**src/rtl/roubus_axi_pkg.sv**
```systemverilog
// Shared AXI definitions for the roubus fabric: burst and response
// encodings, default AW attributes, write-channel state type and a
// descriptor legality check.
package roubus_axi_pkg;

  localparam logic [1:0] BURST_FIXED = 2'b00;
  localparam logic [1:0] BURST_INCR  = 2'b01;
  localparam logic [1:0] BURST_WRAP  = 2'b10;
  localparam logic [1:0] BURST_RSVD  = 2'b11;

  localparam logic [1:0] RESP_OKAY   = 2'b00;
  localparam logic [1:0] RESP_EXOKAY = 2'b01;
  localparam logic [1:0] RESP_SLVERR = 2'b10;
  localparam logic [1:0] RESP_DECERR = 2'b11;

  // Normal non-cacheable bufferable; unprivileged, secure, data access.
  localparam logic [3:0] AWCACHE_DEF = 4'b0011;
  localparam logic [2:0] AWPROT_DEF  = 3'b000;

  typedef enum logic [0:0] {
    IDLE = 1'b0,
    DATA = 1'b1
  } wstate_e;

  // A descriptor is illegal on a 128-bit bus when the beat size exceeds
  // 16 bytes, the burst type is reserved, or a WRAP length is not 2/4/8/16.
  function automatic logic cmd_is_illegal(input logic [2:0] size,
                                          input logic [1:0] burst,
                                          input logic [7:0] len);
    logic wrap_len_ok;
    wrap_len_ok = (len == 8'd1) || (len == 8'd3) || (len == 8'd7) || (len == 8'd15);
    return (size > 3'd4) || (burst == BURST_RSVD) ||
           ((burst == BURST_WRAP) && !wrap_len_ok);
  endfunction

endpackage

```
**src/rtl/axi_write_master.sv**
```systemverilog
// AXI4 write initiator. Takes one burst descriptor per command plus an
// in-order local beat stream and drives AW/W/B toward a write slave.
// Handshake rule on every channel: a transfer happens in the cycle where
// valid and ready are both high; a valid, once raised, holds its payload
// stable until that cycle.
module axi_write_master
  import roubus_axi_pkg::*;
#(
  parameter int IDWID  = 8,
  parameter int MAXOUT = 4
) (
  input  logic             clk,
  input  logic             rst,
  // command
  input  logic             cmd_valid,
  output logic             cmd_ready,
  input  logic [31:0]      cmd_addr,
  input  logic [7:0]       cmd_len,
  input  logic [2:0]       cmd_size,
  input  logic [1:0]       cmd_burst,
  input  logic [IDWID-1:0] cmd_id,
  // local beat stream
  input  logic             wr_valid,
  output logic             wr_ready,
  input  logic [127:0]     wr_data,
  input  logic [15:0]      wr_strb,
  // AW channel
  output logic [IDWID-1:0] awid,
  output logic [31:0]      awaddr,
  output logic [7:0]       awlen,
  output logic [2:0]       awsize,
  output logic [1:0]       awburst,
  output logic [3:0]       awcache,
  output logic [2:0]       awprot,
  output logic             awvalid,
  input  logic             awready,
  // W channel
  output logic [127:0]     wdata,
  output logic [15:0]      wstrb,
  output logic             wlast,
  output logic             wvalid,
  input  logic             wready,
  // B channel
  input  logic [IDWID-1:0] bid,
  input  logic [1:0]       bresp,
  input  logic             bvalid,
  output logic             bready,
  // completion and status
  output logic             done_valid,
  output logic [IDWID-1:0] done_id,
  output logic             done_error,
  output logic             illegal_cmd,
  output logic [3:0]       outstanding,
  output logic             active
);

  localparam logic [3:0] MAXOUT_L = 4'(MAXOUT);

  wstate_e    wstate;
  logic [7:0] beat_cnt;
  logic       cmd_acc;
  logic       w_hs;
  logic       aw_hs;
  logic       b_hs;

  // The next command waits for the AW handshake and the last W beat, and
  // for a free slot in the outstanding window.
  assign cmd_ready = (wstate == IDLE) && !awvalid && (outstanding < MAXOUT_L);
  assign cmd_acc   = cmd_valid && cmd_ready;

  // W is a pure pass-through of the local stream while a burst is open.
  assign wvalid   = (wstate == DATA) && wr_valid;
  assign wr_ready = (wstate == DATA) && wready;
  assign wdata    = wr_data;
  assign wstrb    = wr_strb;
  assign wlast    = (wstate == DATA) && (beat_cnt == 8'd0);

  assign w_hs  = wvalid && wready;
  assign aw_hs = awvalid && awready;
  assign bready = (outstanding != 4'd0);
  assign b_hs  = bvalid && bready;

  assign awcache = AWCACHE_DEF;
  assign awprot  = AWPROT_DEF;
  assign active  = (wstate != IDLE) || (outstanding != 4'd0);

  // AW register: capture the descriptor on accept, hold until handshake.
  always_ff @(posedge clk or posedge rst) begin
    if (rst) begin
      awvalid <= 1'b0;
      awid    <= '0;
      awaddr  <= '0;
      awlen   <= '0;
      awsize  <= '0;
      awburst <= '0;
    end else if (cmd_acc) begin
      awvalid <= 1'b1;
      awid    <= cmd_id;
      awaddr  <= cmd_addr;
      awlen   <= cmd_len;
      awsize  <= cmd_size;
      awburst <= cmd_burst;
    end else if (aw_hs) begin
      awvalid <= 1'b0;
    end
  end

  // Write-data FSM: opens on accept, counts beats down, closes on wlast.
  always_ff @(posedge clk or posedge rst) begin
    if (rst) begin
      wstate   <= IDLE;
      beat_cnt <= '0;
    end else begin
      case (wstate)
        IDLE: if (cmd_acc) begin
          wstate   <= DATA;
          beat_cnt <= cmd_len;
        end
        DATA: if (w_hs) begin
          if (beat_cnt == 8'd0) wstate <= IDLE;
          else                  beat_cnt <= beat_cnt - 8'd1;
        end
        default: wstate <= IDLE;
      endcase
    end
  end

  // Outstanding-burst counter; simultaneous issue and response cancel.
  always_ff @(posedge clk or posedge rst) begin
    if (rst) begin
      outstanding <= '0;
    end else if (cmd_acc && !b_hs) begin
      outstanding <= outstanding + 4'd1;
    end else if (b_hs && !cmd_acc) begin
      outstanding <= outstanding - 4'd1;
    end
  end

  // One-cycle completion pulse per accepted B response.
  always_ff @(posedge clk or posedge rst) begin
    if (rst) begin
      done_valid <= 1'b0;
      done_id    <= '0;
      done_error <= 1'b0;
    end else begin
      done_valid <= b_hs;
      if (b_hs) begin
        done_id    <= bid;
        done_error <= bresp[1];
      end
    end
  end

  // Sticky illegal-descriptor flag; the command is issued regardless.
  always_ff @(posedge clk or posedge rst) begin
    if (rst) begin
      illegal_cmd <= 1'b0;
    end else if (cmd_acc && cmd_is_illegal(cmd_size, cmd_burst, cmd_len)) begin
      illegal_cmd <= 1'b1;
    end
  end

endmodule
```
**config.mk**
```make
export PLATFORM = sky130hd
export DESIGN_NAME = axi_write_master
export DESIGN_NICKNAME = d
export VERILOG_FILES = /design/src/rtl/roubus_axi_pkg.sv /design/src/rtl/axi_write_master.sv
export SDC_FILE = /design/constraint.sdc
export NUM_CORES = 1
export LEC_CHECK = 0
export CAP_MARGIN = 20
export CORE_AREA = 2 2 172 174
export DETAILED_ROUTE_END_ITERATION = 12
export DIE_AREA = 0 0 174 176
export HOLD_SLACK_MARGIN = 0.03
export SETUP_SLACK_MARGIN = 0.02
export SLEW_MARGIN = 10
export SYNTH_ARGS = -nofsm -noshare
export SYNTH_HDL_FRONTEND = slang
export SYNTH_SLANG_ARGS = --single-unit
```
**constraint.sdc**
```tcl
create_clock -name clk -period 7.7 [get_ports clk]
set_clock_uncertainty 0.2 [all_clocks]
set_input_delay 1.925 -clock clk [delete_from_list [all_inputs] [get_ports clk]]
set_output_delay 1.925 -clock clk [all_outputs]
set_load 0.005 [all_outputs]
```
==> results of run 1 <==
registers in the layout, indices dropped and copies added (netlist names):
register	cells
awsize	3
awid	8
awlen	8
beat_cnt	8
awburst	2
awaddr	32
outstanding	4
done_id	8
awvalid	1
done_valid	1
done_error	1
wstate	1
illegal_cmd	1
tightest hold or removal path: cells and delay by family, from the launching register on:
| kind | cells | cell delay [ns] |
|---|---|---|
| flops | 1 | 0.34 |
| simple gates | 2 | 0.10 |
metrics by stage:
step	util, %	area [um^2]	hold WS [ns]
floorplan	-	4631	0.2678
detailed placement	18.58	5304	0.2607
global route	19.82	5658	0.3053
CTS	19.71	5628	0.2779
finish	19.83	5660	0.2708
global placement	18.58	5304	0.2578
cell families (layout without fill, tap and decap cells):
group | Yosys count | count (layout) | synth area share [%]
buffers and inverters | 174 | 169 | 27.75
xor gates and xnor gates | 2 | 2 | 0.3799
other | 2 | 9 | 0.1628
muxes | 23 | 23 | 5.562
DFF | 78 | 78 | 42.32
adders and majority gates | 6 | 6 | 1.791
and+or+nand+nor | 168 | 168 | 15.71
AOI/OAI and AO/OA | 39 | 39 | 6.321
cell type report:
| class | count | area, um^2 | share of cell area (%) |
|---|---|---|---|
| Tap cell | 384 | 480.5 | 8.488 |
| Timing Repair Buffer | 145 | 1466 | 25.91 |
| Clock inverter | 5 | 81.33 | 1.437 |
| Antenna cell | 2 | 5.005 | 0.08842 |
| Inverter | 8 | 33.78 | 0.5968 |
| Clock buffer | 11 | 242.7 | 4.288 |
| Sequential cell | 78 | 1952 | 34.48 |
| Multi-Input combinational cell | 245 | 1399 | 24.71 |
path summary, 6_finish.rpt:
path / from / end
worst min register to register: awaddr[27]$_DFFE_PP0P_ / awaddr[27]$_DFFE_PP0P_
worst min-delay path: awaddr[27]$_DFFE_PP0P_ / awaddr[27]$_DFFE_PP0P_
min in group asynchronous: rst / awaddr[3]$_DFFE_PP0P_
max in group asynchronous: rst / awsize[2]$_DFFE_PP0P_
worst max register to register: wstate$_DFF_PP0_ / outstanding[3]$_DFFE_PP0P_
worst max-delay path: wr_valid / wvalid
per-layer routing:
| layer | vias up | part of all wire, % | global-route usage [%] |
|---|---|---|---|
| li1 | 1421 | - | - |
| met4 | 0 | 6.1 | 6.828 |
| met1 | 1490 | 35 | 8.725 |
| met2 | 199 | 47 | 14.28 |
| met5 | - | 0 | 0 |
| met3 | 59 | 11 | 4.759 |
placed cells by master (no fill, tap or decap), types with 2 or more instances in the layout:
cell             instances
mux2i_1                  2
nor3_1                   7
a2bb2oi_1                2
conb_1                   7
and2_1                   4
a31oi_1                  2
a41oi_1                  2
dfrtp_1                 78
o22ai_1                  2
o22a_1                   4
inv_1                    6
o21ai_0                  6
a21oi_1                  6
diode_2                  2
clkbuf_16                9
xnor2_1                  2
clkinv_2                 2
nand2_1                132
clkdlybuf4s50_1        143
bufinv_16                2
a22oi_1                  3
nand3_1                  4
ha_1                     5
nor2_1                   8
mux2_2                  21
a21o_1                   2
nor4_1                   2
power breakdown:
part | total, mW | leakage [nW] | switching (mW) | internal [mW]
Clock | 0.479 | 0.156 | 0.185 | 0.294
Combinational | 0.731 | 1.30 | 0.272 | 0.459
Sequential | 0.723 | 0.952 | 0.130 | 0.593
==> flow_summary.toml, run 1 <==
[status]
status = "completed"

[worst_setup_path]
crit_slowest_cell = "clkdlybuf4s50_1"
reg2reg_depth = 9
worstPathCellList = "clkdlybuf4s50_1 -> and2_1 -> clkdlybuf4s50_1"
critPathMaxStageDelay_ns = 0.51
cp_max_fo = 4
cp_top_family = "buffers and inverters"
crit_type = "primary input to output port"
cp.arrival_ns = 3.07
path_depth = 3
reg2reg_slack_ns = 4.00
required_ns = 5.58
end_kind = "output port"
cpMostUsedCell = "clkdlybuf4s50_1"
start_kind = "primary input"
worst-path-buf-inv = 2

[yosys]
synth_edf_count = 0
synth_seq_cells = 78
syn_avg_cell_area_um2 = 9.374
synth_cells = 492
netlist_area_um2 = 4612
yosysUniqueCellTypes = 49
synth_warnings = 0
post-synth-top-area-cell = "dfrtp_1"
ys.flop_type = "dfrtp_1"
async_flop_share_pct = 100.0
ys_seq_area_share_pct = 42.32
yosys.cell_count.top_type = "buf_4"
ys_top_cells_by_count = "151 x buf_4, 132 x nand2_1, 78 x dfrtp_1, 21 x mux2_2, 8 x nor2_1"
synth_top_area_share_pct = 42.32
synth_area_leaders = "dfrtp_1 42%, buf_4 25%, nand2_1 11%"

[cts]
clockBufferDepth = 2
root_buffer = "clkbuf_16"
cts_resized = 0
post-cts-setup-buffers = 0
clkLatencyLatePin_ns = 0.35
clkTransAtPathRegs_ns = 0.06
htree_levels = 3
cts_buffers = 9
cts_tree = "yes"
cts_hold_buffers = 0
cts.sinks = 78

[floorplanning]
die_h_um = 176
num_io_pins = 440
die_w_um = 174
die_area_um2 = 30620
core_um2 = 28550
rows = 62
start_util_pct = 16.16

[placed_design]
dp_hpwl_mm = 9.781
gp_congestion = 0.7138
place_inst = 859
pre_cts_ws_ns = 2.507
io_buffers = 143

[detailed_routing]
post_drt_wl_per_cell_um = 15.51
num_vias = 3169
drt_wl_total_mm = 13.62
drt_iter0_drc = 85
drtAntennaViolNets = 0
detail_route.first_pass.iterations = 5
drc = 0
via_per_inst = 3.609

[finish]
layout.cells.non_filler = 878
n_fill_cell = 3209
synthToLayoutAreaGrowth_pct = 22.73
fin_nets = 707
layout-drive-gt1-share_pct = 9.553

[global_routing]
grt_max_degree = 79
grt_pass1_wl_mm = 20.20
grt_pass1_vias = 3353
overflow = 0
track_usage_pct = 8.917
antenna_found_initial = 1

[sta]
tightestPinTransition_ns = 0.8935
fin_tns_setup_ns = 0
drv_slew = 0
max_freq_ghz = 0.1926
period_minus_slack_ns = 5.193
timing.slew.headroom_pct = 40.43
setup_ws_ns = 2.507
setup_viol = 0
rsz0062_at_grt = "false"
period_share_pct = 67.44
hold_viol = 0

[hold_path]
hold_depth = 2
hold_class = "register to register"

[pwr]
power_density_nw_per_um2 = 341.4
ir_drop_uv = 131.2
p_total_mw = 1.933
leakagePower_nw = 2.405

[run]
cap_violations = 0
No activity file was read; power rests on OpenSTA's default activity.
==> run 2: changes to the inputs <==
Settings changed: CORE_AREA 2 2 172 174 to 2 2 171 173, DIE_AREA 0 0 174 176 to 0 0 173 175.
Clock period 7.7 ns to 4.4 ns, I/O delays scaled along.
==> run 2 against run 1 <==
Register-to-register slack lost 2.6 ns. Global-route usage fell by 0.17 points. Combinational power grew 78%. Critical path type unchanged. Critical path depth unchanged. Cell count rose by 0.11%. Utilization grew 0.20 points. Sequential share of layout area is 0.15 points lower. Worst setup slack lost 1.7 ns. Largest power group unchanged. Design area up 0.44%. Sequential power up 73%. Sequential cell count did not move.
==> flow_summary.toml, run 2 (same netlist as run 1, synthesis figures left out) <==
[status]
status = "completed"

[global_routing]
grt_pass1_vias = 3306
antenna_found_initial = 0
track_usage_pct = 8.749
grt_max_degree = 55
overflow = 0
grt_pass1_wl_mm = 19.73

[detailed_routing]
via_per_inst = 3.631
drtAntennaViolNets = 0
num_vias = 3192
detail_route.first_pass.iterations = 4
drt_iter0_drc = 152
drt_wl_total_mm = 13.35
post_drt_wl_per_cell_um = 15.19
drc = 0

[pwr]
power_density_nw_per_um2 = 606.6
clockPowerShare_pct = 26.1
p_total_mw = 3.449
leakagePower_nw = 2.424
pwr-share-seq_pct = 36.3
netSwitchingFraction_pct = 29.95
p_switching_mw = 1.033
ir_drop_uv = 181.8
internal_power_mw = 2.416
pwr-share-comb_pct = 37.7

[cts]
htree_levels = 3
cts_resized = 0
clkLatencyLatePin_ns = 0.35
clockBufferDepth = 2
cts_hold_buffers = 0
cts_tree = "yes"
cts_buffers = 9
clkTransAtPathRegs_ns = 0.06
cts.sinks = 78
post-cts-setup-buffers = 0
root_buffer = "clkbuf_16"

[floorplanning]
num_io_pins = 440
die_area_um2 = 30280
start_util_pct = 16.24
core_um2 = 28390
die_h_um = 175
die_w_um = 173
rows = 62

[run]
cap_violations = 0

[worst_setup_path]
cp-startpoint = "wready"
end_kind = "output port"
reg2reg_depth = 8
start_kind = "primary input"
reg2reg_to = "outstanding[3]$_DFFE_PP0P_"
worstSetupEndpoint = "wr_ready"
required_ns = 3.10
cp.arrival_ns = 2.25
r2r-start = "outstanding[3]$_DFFE_PP0P_"
cp_max_fo = 4
crit_type = "primary input to output port"
reg2reg_slack_ns = 1.44

[finish]
regMostFlops = "awaddr"
largest_register_ffs = 32
layout_commonest_cell = "clkdlybuf4s50_1"
multiInputGateArea_um2 = 1399
synthToLayoutAreaGrowth_pct = 23.28
n_fill_cell = 3149
final_cell_mix = "143 x clkdlybuf4s50_1, 132 x nand2_1, 78 x dfrtp_1"
ff_latch_area_um2 = 1952
fin_nets = 711
diodes = 0
layout-drive-gt1-share_pct = 10.30

[sta]
timing.slew.headroom_pct = 46.54
period_minus_slack_ns = 3.547
tightestPinTransition_ns = 0.8019
hold_viol = 0
setup_viol = 0
drv_slew = 0
max_freq_ghz = 0.2819
rsz0062_at_grt = "false"
period_share_pct = 80.62
fin_tns_setup_ns = 0

[placed_design]
dp_hpwl_mm = 9.609
gp_congestion = 0.7563
io_buffers = 143

[hold_path]
hold_class = "register to register"
run 2: area by class of cell:
cell class | instances | share of cell area, %
sequential | 78 | 34.33
tap | 384 | 8.451
multi-input combinational | 245 | 24.60
clock buffer | 10 | 4.203
clock inverter | 5 | 1.871
inverter | 8 | 0.5722
timing repair buffer | 149 | 25.97
run 2: layer usage:
| layer | global-route usage [%] | wire length, um |
|---|---|---|
| met1 | 8.930 | 4959 |
| met2 | 13.15 | 5903 |
| met3 | 5.113 | 1680 |
| met4 | 6.744 | 806 |
| met5 | 0.1603 | 0 |
run 2: metrics by stage:
step	std cells	hold slack, ns	setup WS (ns)	utilization, %	instance area [um^2]
2_1_floorplan	497	0.2678	1.105	-	4631
3_3_place_gp	864	0.2566	0.8705	18.81	5340
3_5_place_dp	864	0.2616	0.8502	18.81	5340
4_1_cts	879	0.2772	0.8438	20.02	5685
5_1_grt	879	0.2891	0.7596	20.02	5685
6_report	879	0.2719	0.8528	20.02	5685
run 2: power by group through the flow:
stage	Combinational, mW	Sequential (mW)	Clock (mW)
floorplan	0.632	1.26	0
global placement	1.30	1.25	0
detailed placement	1.32	1.26	0
CTS	1.32	1.25	0.938
global route	1.42	1.30	0.961
finish	1.30	1.25	0.899
run 2: worst max-delay path: stages:
cell	delay, ns
clkdlybuf4s50_1	0.52
and2_1	0.14
clkdlybuf4s50_1	0.49
run 2: worst min-delay path by stage:
stage                                  startpoint                 endpoint  slack [ns]  depth (start not counted)
after CTS                   awaddr[0]$_DFFE_PP0P_    awaddr[0]$_DFFE_PP0P_        0.28                          2
after floorplan           illegal_cmd$_DFFE_PP0P_  illegal_cmd$_DFFE_PP0P_        0.27                          1
after global placement     awaddr[28]$_DFFE_PP0P_   awaddr[28]$_DFFE_PP0P_        0.26                          2
final                       awaddr[2]$_DFFE_PP0P_    awaddr[2]$_DFFE_PP0P_        0.27                          2
after global routing        awaddr[3]$_DFFE_PP0P_    awaddr[3]$_DFFE_PP0P_        0.29                          2
after detailed placement    awaddr[0]$_DFFE_PP0P_    awaddr[0]$_DFFE_PP0P_        0.26                          2
==> run 3: changes to the inputs <==
Clock period 4.4 ns to 3.2 ns, I/O delays scaled along.
==> run 3 against run 2 <==
Utilization about the same. Critical path depth stayed put. Register-to-register slack worse by 1.1 ns. Combinational power rose by 39%. Highest routed layer unchanged. Clock-buffer cell count stayed put. Critical path type is now register to output port. First-iteration DRC count fell by 9.2%. Design area is 0.11% lower. Non-clock buffer count rose by 1. Total power grew 35%. Clock power is 27% higher. Die area unchanged. Sequential cell count did not move.
==> flow_summary.toml, run 3 (same netlist as run 1, synthesis figures left out) <==
[run]
cap_violations = 0

[detailed_routing]
drtAntennaViolNets = 0
via_per_inst = 3.612
drc = 0
num_vias = 3182
drt_wl_total_mm = 13.25
drt_iter0_drc = 138
post_drt_wl_per_cell_um = 15.04
detail_route.first_pass.iterations = 4

[sta]
hold_viol = 0
rsz0062_at_grt = "false"
timing.slew.headroom_pct = 50.62
fin_tns_setup_ns = 0
period_minus_slack_ns = 3.018
whs_ns = 0.2708
max_freq_ghz = 0.3313
drv_slew = 0
period_share_pct = 94.31
setup_viol = 0
tightestPinTransition_ns = 0.7407
setup_ws_ns = 0.1820

[global_routing]
grt_pass1_wl_mm = 19.89
overflow = 0
grt_pass1_vias = 3333
track_usage_pct = 8.771
grt_max_degree = 79
antenna_found_initial = 0
grt_use_met3_pct = 5.418
met2_usage_pct = 13.32
use_met1_pct = 8.617
grt_busiest_layer = "met2"

[worst_setup_path]
critPathMaxStageDelay_ns = 0.59
end_kind = "output port"
reg2reg_to = "outstanding[3]$_DFFE_PP0P_"
cp_max_fo = 6
cp_top_family = "simple AND/OR/NAND/NOR gates"
worstPathCellList = "or4_1 -> nand2b_1 -> clkdlybuf4s50_1"
worstSetupEndpoint = "active"
start_kind = "register"
reg2reg_slack_ns = 0.35
path_depth = 3
required_ns = 2.20
worst-path-buf-inv = 1
cp-startpoint = "outstanding[3]$_DFFE_PP0P_"
cp.arrival_ns = 2.02
reg2reg_depth = 9
r2r-start = "outstanding[3]$_DFFE_PP0P_"
crit_type = "register to output port"
crit_slowest_cell = "or4_1"

[cts]
clkLatencyLatePin_ns = 0.35
cts_tree = "yes"
htree_levels = 3
clockBufferDepth = 2
root_buffer = "clkbuf_16"
clkTransAtPathRegs_ns = 0.07
cts_buffers = 9
cts.sinks = 78

[pwr]
p_total_mw = 4.655
clockPowerShare_pct = 24.4
power_density_nw_per_um2 = 819.7
pwr-share-comb_pct = 38.8
ir_drop_uv = 258.5
leakagePower_nw = 2.425
netSwitchingFraction_pct = 30.57
pwr-share-seq_pct = 36.7
internal_power_mw = 3.232
p_switching_mw = 1.423

[finish]
n_fill_cell = 3155
final_cell_mix = "142 x clkdlybuf4s50_1, 132 x nand2_1, 78 x dfrtp_1"
stdcell_area_um2 = 5679
layout_commonest_cell = "clkdlybuf4s50_1"
fin_nets = 712
synthToLayoutAreaGrowth_pct = 23.14
post-route-util_pct = 20.00
regMostFlops = "awaddr"
ff_latch_area_um2 = 1952
multiInputGateArea_um2 = 1404
largest_register_ffs = 32
diodes = 0
layout.cells.non_filler = 881
layout-drive-gt1-share_pct = 10.66

[placed_design]
place_inst = 864
placed_area_um2 = 5353
pre_cts_ws_ns = 0.09282
io_buffers = 143
dp_hpwl_mm = 9.349
gp_congestion = 0.7333

[floorplanning]
start_util_pct = 16.24
die_area_um2 = 30280
die_w_um = 173
core_um2 = 28390
die_h_um = 175
num_io_pins = 440
rows = 62

[hold_path]
hold_class = "register to register"

[status]
status = "completed"
[run 3: per-layer routing]
layer	up-vias	routed length (um)
met1	1465	4712
met5	-	0
met4	0	881
met3	73	1747
met2	207	5904
li1	1437	-
[run 3: power groups by stage]
stage	clock (mW)	combinational (mW)	sequential (mW)
after global placement	0	1.79	1.72
after detailed placement	0	1.81	1.73
after global routing	1.24	1.99	1.78
after floorplan	0	0.869	1.74
final	1.14	1.81	1.71
after CTS	1.21	1.84	1.71
[run 3: final cells by class]
cell class / instances / area share, %
sequential: 78 / 34.37
timing repair buffer: 150 / 26.33
multi-input combinational: 245 / 24.72
tap: 384 / 8.460
clock buffer: 10 / 4.032
clock inverter: 6 / 1.520
inverter: 8 / 0.5728
[run 3: timing repair]
action                                  CTS  global route
endpoints found under the hold margin     0             0
hold buffers                              0             0
resized for setup                         2             0
endpoints found under the setup margin    1             0
setup buffers                             1             0
[run 3: worst register-to-register path, stage by stage (launching register included)]
cell and delay, ns:
dfrtp_1 0.46, or4_1 0.59, nand2_1 0.14, ha_1 0.23, inv_1 0.08, ha_1 0.28
a21o_1 0.21, a21oi_1 0.22, mux2i_1 0.21, o31ai_1 0.09
[run 3: worst min path at each step]
stage	start	to	cells after the start
2_1_floorplan	illegal_cmd$_DFFE_PP0P_	illegal_cmd$_DFFE_PP0P_	1
5_1_grt	awid[3]$_DFFE_PP0P_	awid[3]$_DFFE_PP0P_	2
3_3_place_gp	awid[7]$_DFFE_PP0P_	awid[7]$_DFFE_PP0P_	2
4_1_cts	awaddr[5]$_DFFE_PP0P_	awaddr[5]$_DFFE_PP0P_	2
6_report	awaddr[5]$_DFFE_PP0P_	awaddr[5]$_DFFE_PP0P_	2
3_5_place_dp	awaddr[5]$_DFFE_PP0P_	awaddr[5]$_DFFE_PP0P_	2
